$ cat src/rtl/ef_pwm32_apb_pkg.sv
// rtl/ef_pwm32_apb_pkg.sv - register offsets and CTRL bit indices for ef_pwm32_apb
package ef_pwm32_apb_pkg;

    // Word indices decoded from PADDR[4:2]
    localparam logic [2:0] REG_PERIOD   = 3'd0;
    localparam logic [2:0] REG_CMPA     = 3'd1;
    localparam logic [2:0] REG_CMPB     = 3'd2;
    localparam logic [2:0] REG_CTRL     = 3'd3;
    localparam logic [2:0] REG_PRESCALE = 3'd4;
    localparam logic [2:0] REG_COUNT    = 3'd5;

    // CTRL bit positions
    localparam int CTRL_EN    = 0;
    localparam int CTRL_A_EN  = 1;
    localparam int CTRL_B_EN  = 2;
    localparam int CTRL_INV_A = 3;
    localparam int CTRL_INV_B = 4;
    localparam int CTRL_W     = 5;

endpackage

$ cat src/rtl/pwm32_core.sv
// rtl/pwm32_core.sv - prescaler, 32-bit period counter, shadowed compares, two PWM outputs
// Ports: clk/rst_n (async active-low); en, a_en, b_en, inv_a, inv_b control bits;
//        period_sw, cmpa_sw, cmpb_sw software values; prescale divider;
//        count live counter; pwm_a, pwm_b registered outputs.
module pwm32_core
    import ef_pwm32_apb_pkg::*;
(
    input  logic        clk,
    input  logic        rst_n,
    input  logic        en,
    input  logic        a_en,
    input  logic        b_en,
    input  logic        inv_a,
    input  logic        inv_b,
    input  logic [31:0] period_sw,
    input  logic [31:0] cmpa_sw,
    input  logic [31:0] cmpb_sw,
    input  logic [15:0] prescale,
    output logic [31:0] count,
    output logic        pwm_a,
    output logic        pwm_b
);

    logic [15:0] pre_cnt_q, pre_cnt_d;
    logic [31:0] count_q, count_d;
    logic [31:0] period_act_q, period_act_d;
    logic [31:0] cmpa_act_q, cmpa_act_d;
    logic [31:0] cmpb_act_q, cmpb_act_d;
    logic        pwm_a_q, pwm_a_d;
    logic        pwm_b_q, pwm_b_d;
    logic        tick;
    logic        wrap;

    assign tick = en && (pre_cnt_q == prescale);
    // Wrap is an equality test, so PERIOD=0xFFFFFFFF never overflows count
    assign wrap = tick && (count_q == period_act_q);

    always_comb begin
        pre_cnt_d    = pre_cnt_q;
        count_d      = count_q;
        period_act_d = period_act_q;
        cmpa_act_d   = cmpa_act_q;
        cmpb_act_d   = cmpb_act_q;
        if (!en) begin
            // Stopped: counters parked, active copies track software values
            pre_cnt_d    = 16'd0;
            count_d      = 32'd0;
            period_act_d = period_sw;
            cmpa_act_d   = cmpa_sw;
            cmpb_act_d   = cmpb_sw;
        end else begin
            pre_cnt_d = tick ? 16'd0 : pre_cnt_q + 16'd1;
            if (wrap) begin
                count_d      = 32'd0;
                period_act_d = period_sw;
                cmpa_act_d   = cmpa_sw;
                cmpb_act_d   = cmpb_sw;
            end else if (tick) begin
                count_d = count_q + 32'd1;
            end
        end
        pwm_a_d = (en && a_en) ? ((count_q < cmpa_act_q) ^ inv_a) : 1'b0;
        pwm_b_d = (en && b_en) ? ((count_q < cmpb_act_q) ^ inv_b) : 1'b0;
    end

    always_ff @(posedge clk or negedge rst_n) begin
        if (!rst_n) begin
            pre_cnt_q    <= 16'd0;
            count_q      <= 32'd0;
            period_act_q <= 32'd0;
            cmpa_act_q   <= 32'd0;
            cmpb_act_q   <= 32'd0;
            pwm_a_q      <= 1'b0;
            pwm_b_q      <= 1'b0;
        end else begin
            pre_cnt_q    <= pre_cnt_d;
            count_q      <= count_d;
            period_act_q <= period_act_d;
            cmpa_act_q   <= cmpa_act_d;
            cmpb_act_q   <= cmpb_act_d;
            pwm_a_q      <= pwm_a_d;
            pwm_b_q      <= pwm_b_d;
        end
    end

    assign count = count_q;
    assign pwm_a = pwm_a_q;
    assign pwm_b = pwm_b_q;

endmodule

$ cat src/rtl/ef_pwm32_apb.sv
// rtl/ef_pwm32_apb.sv - APB register file wrapping the dual-channel 32-bit PWM core
// Ports: PCLK/PRESETn (async active-low); APB slave PADDR, PSEL, PENABLE, PWRITE,
//        PWDATA, PRDATA (combinational), PREADY (always 1); pwmA, pwmB outputs.
module ef_pwm32_apb
    import ef_pwm32_apb_pkg::*;
(
    input  logic        PCLK,
    input  logic        PRESETn,
    input  logic [31:0] PADDR,
    input  logic        PSEL,
    input  logic        PENABLE,
    input  logic        PWRITE,
    input  logic [31:0] PWDATA,
    output logic [31:0] PRDATA,
    output logic        PREADY,
    output logic        pwmA,
    output logic        pwmB
);

    logic [31:0]       period_q, period_d;
    logic [31:0]       cmpa_q, cmpa_d;
    logic [31:0]       cmpb_q, cmpb_d;
    logic [CTRL_W-1:0] ctrl_q, ctrl_d;
    logic [15:0]       prescale_q, prescale_d;
    logic [31:0]       count;
    logic [2:0]        reg_idx;
    logic              wr_en;
    logic              unused_addr_bits;

    assign reg_idx          = PADDR[4:2];
    assign wr_en            = PSEL & PENABLE & PWRITE;
    assign unused_addr_bits = ^{PADDR[31:5], PADDR[1:0]};
    assign PREADY           = 1'b1;

    always_comb begin
        period_d   = period_q;
        cmpa_d     = cmpa_q;
        cmpb_d     = cmpb_q;
        ctrl_d     = ctrl_q;
        prescale_d = prescale_q;
        if (wr_en) begin
            case (reg_idx)
                REG_PERIOD:   period_d   = PWDATA;
                REG_CMPA:     cmpa_d     = PWDATA;
                REG_CMPB:     cmpb_d     = PWDATA;
                REG_CTRL:     ctrl_d     = PWDATA[CTRL_W-1:0];
                REG_PRESCALE: prescale_d = PWDATA[15:0];
                default: ;
            endcase
        end
    end

    always_ff @(posedge PCLK or negedge PRESETn) begin
        if (!PRESETn) begin
            period_q   <= 32'd0;
            cmpa_q     <= 32'd0;
            cmpb_q     <= 32'd0;
            ctrl_q     <= '0;
            prescale_q <= 16'd0;
        end else begin
            period_q   <= period_d;
            cmpa_q     <= cmpa_d;
            cmpb_q     <= cmpb_d;
            ctrl_q     <= ctrl_d;
            prescale_q <= prescale_d;
        end
    end

    always_comb begin
        PRDATA = 32'd0;
        case (reg_idx)
            REG_PERIOD:   PRDATA = period_q;
            REG_CMPA:     PRDATA = cmpa_q;
            REG_CMPB:     PRDATA = cmpb_q;
            REG_CTRL:     PRDATA = {{(32-CTRL_W){1'b0}}, ctrl_q};
            REG_PRESCALE: PRDATA = {16'd0, prescale_q};
            REG_COUNT:    PRDATA = count;
            default:      PRDATA = 32'd0;
        endcase
    end

    pwm32_core u_core (
        .clk       (PCLK),
        .rst_n     (PRESETn),
        .en        (ctrl_q[CTRL_EN]),
        .a_en      (ctrl_q[CTRL_A_EN]),
        .b_en      (ctrl_q[CTRL_B_EN]),
        .inv_a     (ctrl_q[CTRL_INV_A]),
        .inv_b     (ctrl_q[CTRL_INV_B]),
        .period_sw (period_q),
        .cmpa_sw   (cmpa_q),
        .cmpb_sw   (cmpb_q),
        .prescale  (prescale_q),
        .count     (count),
        .pwm_a     (pwmA),
        .pwm_b     (pwmB)
    );

endmodule

$ cat config.mk
export PLATFORM = sky130hd
export DESIGN_NAME = ef_pwm32_apb
export DESIGN_NICKNAME = d
export VERILOG_FILES = /design/src/rtl/ef_pwm32_apb_pkg.sv /design/src/rtl/pwm32_core.sv /design/src/rtl/ef_pwm32_apb.sv
export SDC_FILE = /design/constraint.sdc
export NUM_CORES = 1
export LEC_CHECK = 0
export BUFFER_PORTS_ARGS = -buffer_cell sky130_fd_sc_hd__buf_2
export CORE_ASPECT_RATIO = 0.9
export CORE_MARGIN = 2
export CORE_UTILIZATION = 60
export CTS_CLUSTER_DIAMETER = 200
export DETAILED_ROUTE_END_ITERATION = 10
export PLACE_DENSITY = 0.8
export SETUP_SLACK_MARGIN = 0.05
export SLEW_MARGIN = 20
export SYNTH_ARGS = -nofsm -noshare
export SYNTH_HDL_FRONTEND = slang
export SYNTH_SLANG_ARGS = --single-unit
$ cat constraint.sdc
create_clock -name PCLK -period 6.7 [get_ports PCLK]
set_input_delay 1.34 -clock PCLK [delete_from_list [all_inputs] [get_ports PCLK]]
set_output_delay 1.34 -clock PCLK [all_outputs]
set_load 0.02 [all_outputs]
== After elaboration in Yosys (flattened, before gate mapping) ==
Cells that the tools add are included.

* Reductions and logical operators: 10
* $add $sub $neg: 2
* Equality and inequality tests: 9
* Mux-type cells: 14
* Bitwise logic cells: 4
* Magnitude comparators: 2

{| class="wikitable"
|+ Operators by type and width
! kind !! count
|-
| 32-bit two-way mux || 9
|-
| 32-bit one-hot mux with 6 select lines || 1
|-
| 32-bit less-than comparator || 2
|-
| 32-bit by 1-bit adder with 32-bit output (second input constant) || 1
|-
| 32-bit equality test || 1
|-
| 16-bit two-way mux || 2
|-
| 16-bit by 1-bit adder with 16-bit output (second input constant) || 1
|-
| 16-bit equality test || 1
|-
| 2-bit AND reduction || 5
|-
| 3-bit by 2-bit equality test with 1-bit output (second input constant) || 2
|-
| 3-bit equality test (second input constant) || 2
|-
| 1-bit logical AND || 4
|-
| 3-bit by 1-bit equality test with 1-bit output (second input constant) || 1
|-
| 3-bit zero test || 1
|-
| 3-bit by 1-bit inequality test with 1-bit output (second input constant) || 1
|-
| 1-bit AND || 2
|-
| 1-bit two-way mux || 2
|-
| 2-bit by 1-bit inequality test with 1-bit output (second input constant) || 1
|-
| 1-bit XOR || 2
|}

* Flip-flop bits (word level): 263
* Word-level logic and storage cells: 53
* Input bits: 69

== Logic depth before layout (Yosys ltp) ==
* Depth in word-level cells: 5
* Gate-level depth with buffers: 9
* Mapped depth without buffers: 8

== Modules after synthesis ==
A second synthesis with hierarchy kept.

* Cells, all modules: 1188
* Area, all modules: 13932.1 um^2

{| class="wikitable"
|+ Modules (own cells, without submodules)
! module !! times used !! area each (um^2) !! sequential area each (um^2) !! cells an instance
|-
| pwm32_core || 1 || 8159.1 || 3653.5 || 751
|-
| ef_pwm32_apb || 1 || 5773.0 || 2927.8 || 437
|}

== Worst setup path after synthesis ==
No wires, ideal clock.

* Path kind: input to output
* Start: in PADDR[4]
* End: out PRDATA[11]
* Path slack: 2.485 ns
* Arrival time: 2.875 ns
* Cell stages on the path: 5
* Buffers on the path: 2
* Required time: 5.360 ns
* Cell sequence: clkbuf_1 clkbuf_1 mux4_2 inv_1 o21ai_0

* Longest elaborated chain between the ends: 2

{| class="wikitable"
|+ Ends and longest elaborated chain
! what !! line !! text
|-
| start: declaration || ef_pwm32_apb.sv:9 || <nowiki>input logic [31:0] PADDR,</nowiki>
|-
| 3-bit equality test, or another cell as far along || ef_pwm32_apb.sv:71 || <nowiki>case (reg_idx)</nowiki>
|-
| 32-bit one-hot mux with 6 select lines (*) || ef_pwm32_apb.sv:71 ||
|-
| end: declaration || ef_pwm32_apb.sv:14 || <nowiki>output logic [31:0] PRDATA,</nowiki>
|}

Mark *: on every way between the ends. The rest lies on a longest branch, timed or not.

== Worst setup path after layout ==
* Start: in PADDR[3]
* End: out PRDATA[30]

Same word-level chain as after synthesis.

==> results.md <==
* Status: finished, final reports clean
* Initial Util at 0.6144
* Post-synth EDFFs at 0
* IO buf count at 73
* Worst Hold Launch: u_core.cmpa_act_q[8]
* Vias/cell at 6.244
* Yosys warns at 0
* Worst-Margin Slew at 1017 ps
* Global route overflow at 0
* Post-route insts no fill at 1556
* Die ar. at 24350 sq um
* Setup crit end kind: output pin
* Max cap viols at 0
* Ant diodes at 0
* CTS resizes at 0
* CP startpoint kind: input pin
* Final Cycle Share at 0.6449
* Drt wl/cell at 21.46 um
* R2r startpoint: u_core.count[9]
* First-pass GRT wire length at 54280 um
* Die Y at 148.2 um
* Num CTS Buffers at 27
* CP top delay family: buffers and inverters
* Largest net degree at the start of global routing at 136
* Cts hold-fix bufs at 0
* Ports at 104
* Vias in the first global route at 9915
* Cell area after synthesis at 13870 sq um
* Die X at 164.3 um
* WP data required at 5360 ps
* Final Routed Wirelength at 33390 um
* Final setup vio count at 0
* Clock Latency Late Sink at 530 ps
* Core footprint at 22580 sq um
* Final Instance Area at 15350 sq um
* PD cells at 321.5 nW/um^2
* Worst-path cell chain: buf_2 > nor2b_1 > nor2b_2 > buf_4 > a22oi_1 > nand2_1 > buf_2
* Post-synthesis async set-or-reset flop share at 1.000
* Dpl cell area at 14490 sq um
* Longest Clk Path Bufs at 3
* Synth Register Bits at 263
* Layout cells sized above 1 at 0.2883
* Slowest CP cell: buf_4
* Hold crit path type: reg2reg
* DR iter-0 viols at 911
* Net count after synthesis at 1316
* GP Congestion at 0.8336
* Dpl cells at 1508
* Slowest stage delay, CP at 360 ps
* DRT antenna net count at 0
* Routed via count at 9716
* Synth cell count leaders: dfrtp_1, mux2_2, nand2_1, inv_1, ha_1
* CTS root buffer: clkbuf_16
* Peak supply drop at 0.2301 mV
* WHS Path Cells at 1
* Number of library cell types mapped by synthesis at 59
* CTS H-tree lvls at 1
* Leak at 7.370 nW
* Final worst hold slack at 504.3 ps
* RSZ-0062 raised after global routing: no
* Highest clock rate at 231.4 MHz
* Row cnt at 52
* Most frequent cell after synthesis: dfrtp_1
* Most used cell, CP: buf_2
* Max Slew Vio Count at 0
* Total power at 4.934 mW
* Setup TNS at 0 ps
* Clock sink count at 263
* Area Overhead vs Synth at 10.64%
* Cell taking the most area after synthesis: dfrtp_1
* Hold endpoint: u_core.cmpa_act_q[8]
* DPL Wire Length at 22650 um
* Layout Nets at 1374
* Synthesized area per cell at 11.73 sq um
* Synth Instances at 1183
* Final min period at 4321 ps
* Skew final at 8.619 ps
* Worst-path clk slew at 60 ps
* TritonCTS clock tree: built
* Setup Fix Bufs, Post-CTS at 0
* Initial antenna violation count at 1
* Buf/Inv on CP at 3
* Final Hold Violating Endpoints at 0
* R2r setup slk at 3100 ps
* Slew HR at 0.3219
* Global Route Usage Sum at 0.2832
* CP arrival at 2980 ps
* Seq/Total Area, Yosys at 0.4745
* Crit Path Class: in2out
* R2R depth at 7
* Top cells by area, synth: dfrtp_1, mux2_2, ha_1
* Critical path peak fanout at 20
* Yosys top cell area share at 0.4745
* Drt drc at 0
* Top FF cell, synth: dfrtp_1
* Pre-antenna DRT Iters at 6
* Worst reg2reg endpoint: u_core.cmpb_act_q[22]
[power breakdown]
part           total, mW  internal, mW  switching, mW
clock network       1.42         0.814          0.605
logic               1.26         0.636          0.623
registers           2.26          1.96          0.294
total               4.93          3.41           1.52
[cells by family (layout without fill, tap and decap cells)]
group | Yosys count | after routing | share of synthesized area
adder cells (fa/ha/maj) | 64 | 64 | 0.05773
AO/OA/AOI/OAI | 186 | 186 | 0.09562
other | 1 | 1 | 0.0002704
multiplexers | 240 | 240 | 0.2079
XOR/XNOR | 62 | 62 | 0.03915
AND/OR/NAND/NOR | 233 | 233 | 0.08461
flip-flops | 263 | 263 | 0.4745
buffers and inverters | 134 | 210 | 0.04023
[flip-flops by register name, indices dropped and copies added (netlist names)]
signal and flops:
u_core.count 32, u_core.pwm_a 1, u_core.pre_cnt_q 16, cmpb_q 32, u_core.cmpb_act_q 32, u_core.cmpa_act_q 32, period_q 32, prescale_q 16
u_core.period_act_q 32, ctrl_q 5, cmpa_q 32, u_core.pwm_b 1
[cell type report]
type	instances	area, sq um
fill	1664	7231
multi-input combinational	786	6761
sequential	263	6581
clock buffer	42	802.0
timing repair buffer	92	538.0
tap	297	371.6
inverter	71	266.5
clock inverter	5	25.02
[how the worst max path moves through the flow]
stage | start | end | slack, ps | cells after the start
floorplan | PADDR[4] | PRDATA[11] | 2490 | 5
global placement | PADDR[3] | PRDATA[17] | 2430 | 7
CTS | PADDR[3] | PRDATA[16] | 2420 | 7
global route | PADDR[3] | PRDATA[16] | 2310 | 7
finish | PADDR[3] | PRDATA[30] | 2380 | 7
detailed placement | PADDR[3] | PRDATA[17] | 2420 | 7
[metal layers]
layer,up-vias,GRT usage,part of all wire
met4,0,0.06667,0.024
met3,60,0.04378,0.061
met1,4966,0.4195,0.46
met5,-,0,0
li1,4372,-,-
met2,318,0.4423,0.46
[cell usage in the layout, fill, tap and decap left out, types with 20 or more instances in the layout]
cell | netlist | routed
dfrtp_1 | 263 | 263
mux2_2 | 175 | 175
nand2_1 | 73 | 73
buf_2 | 11 | 72
inv_1 | 71 | 71
ha_1 | 64 | 64
xor2_1 | 50 | 50
nor2_1 | 45 | 45
mux2_4 | 40 | 40
a22oi_1 | 38 | 38
a21oi_1 | 37 | 37
o21ai_0 | 31 | 31
nand3_1 | 30 | 30
clkbuf_16 | 0 | 27
mux2i_1 | 20 | 20
[through the flow]
stage                     setup slack (ps)  utilization
after CTS                             2423       0.6785
final                                 2379       0.6797
after global placement                2427       0.6418
after global routing                  2313       0.6797
after detailed placement              2419       0.6418
after floorplan                       2485            -
Note: power is estimated with default switching activity, not from simulation.
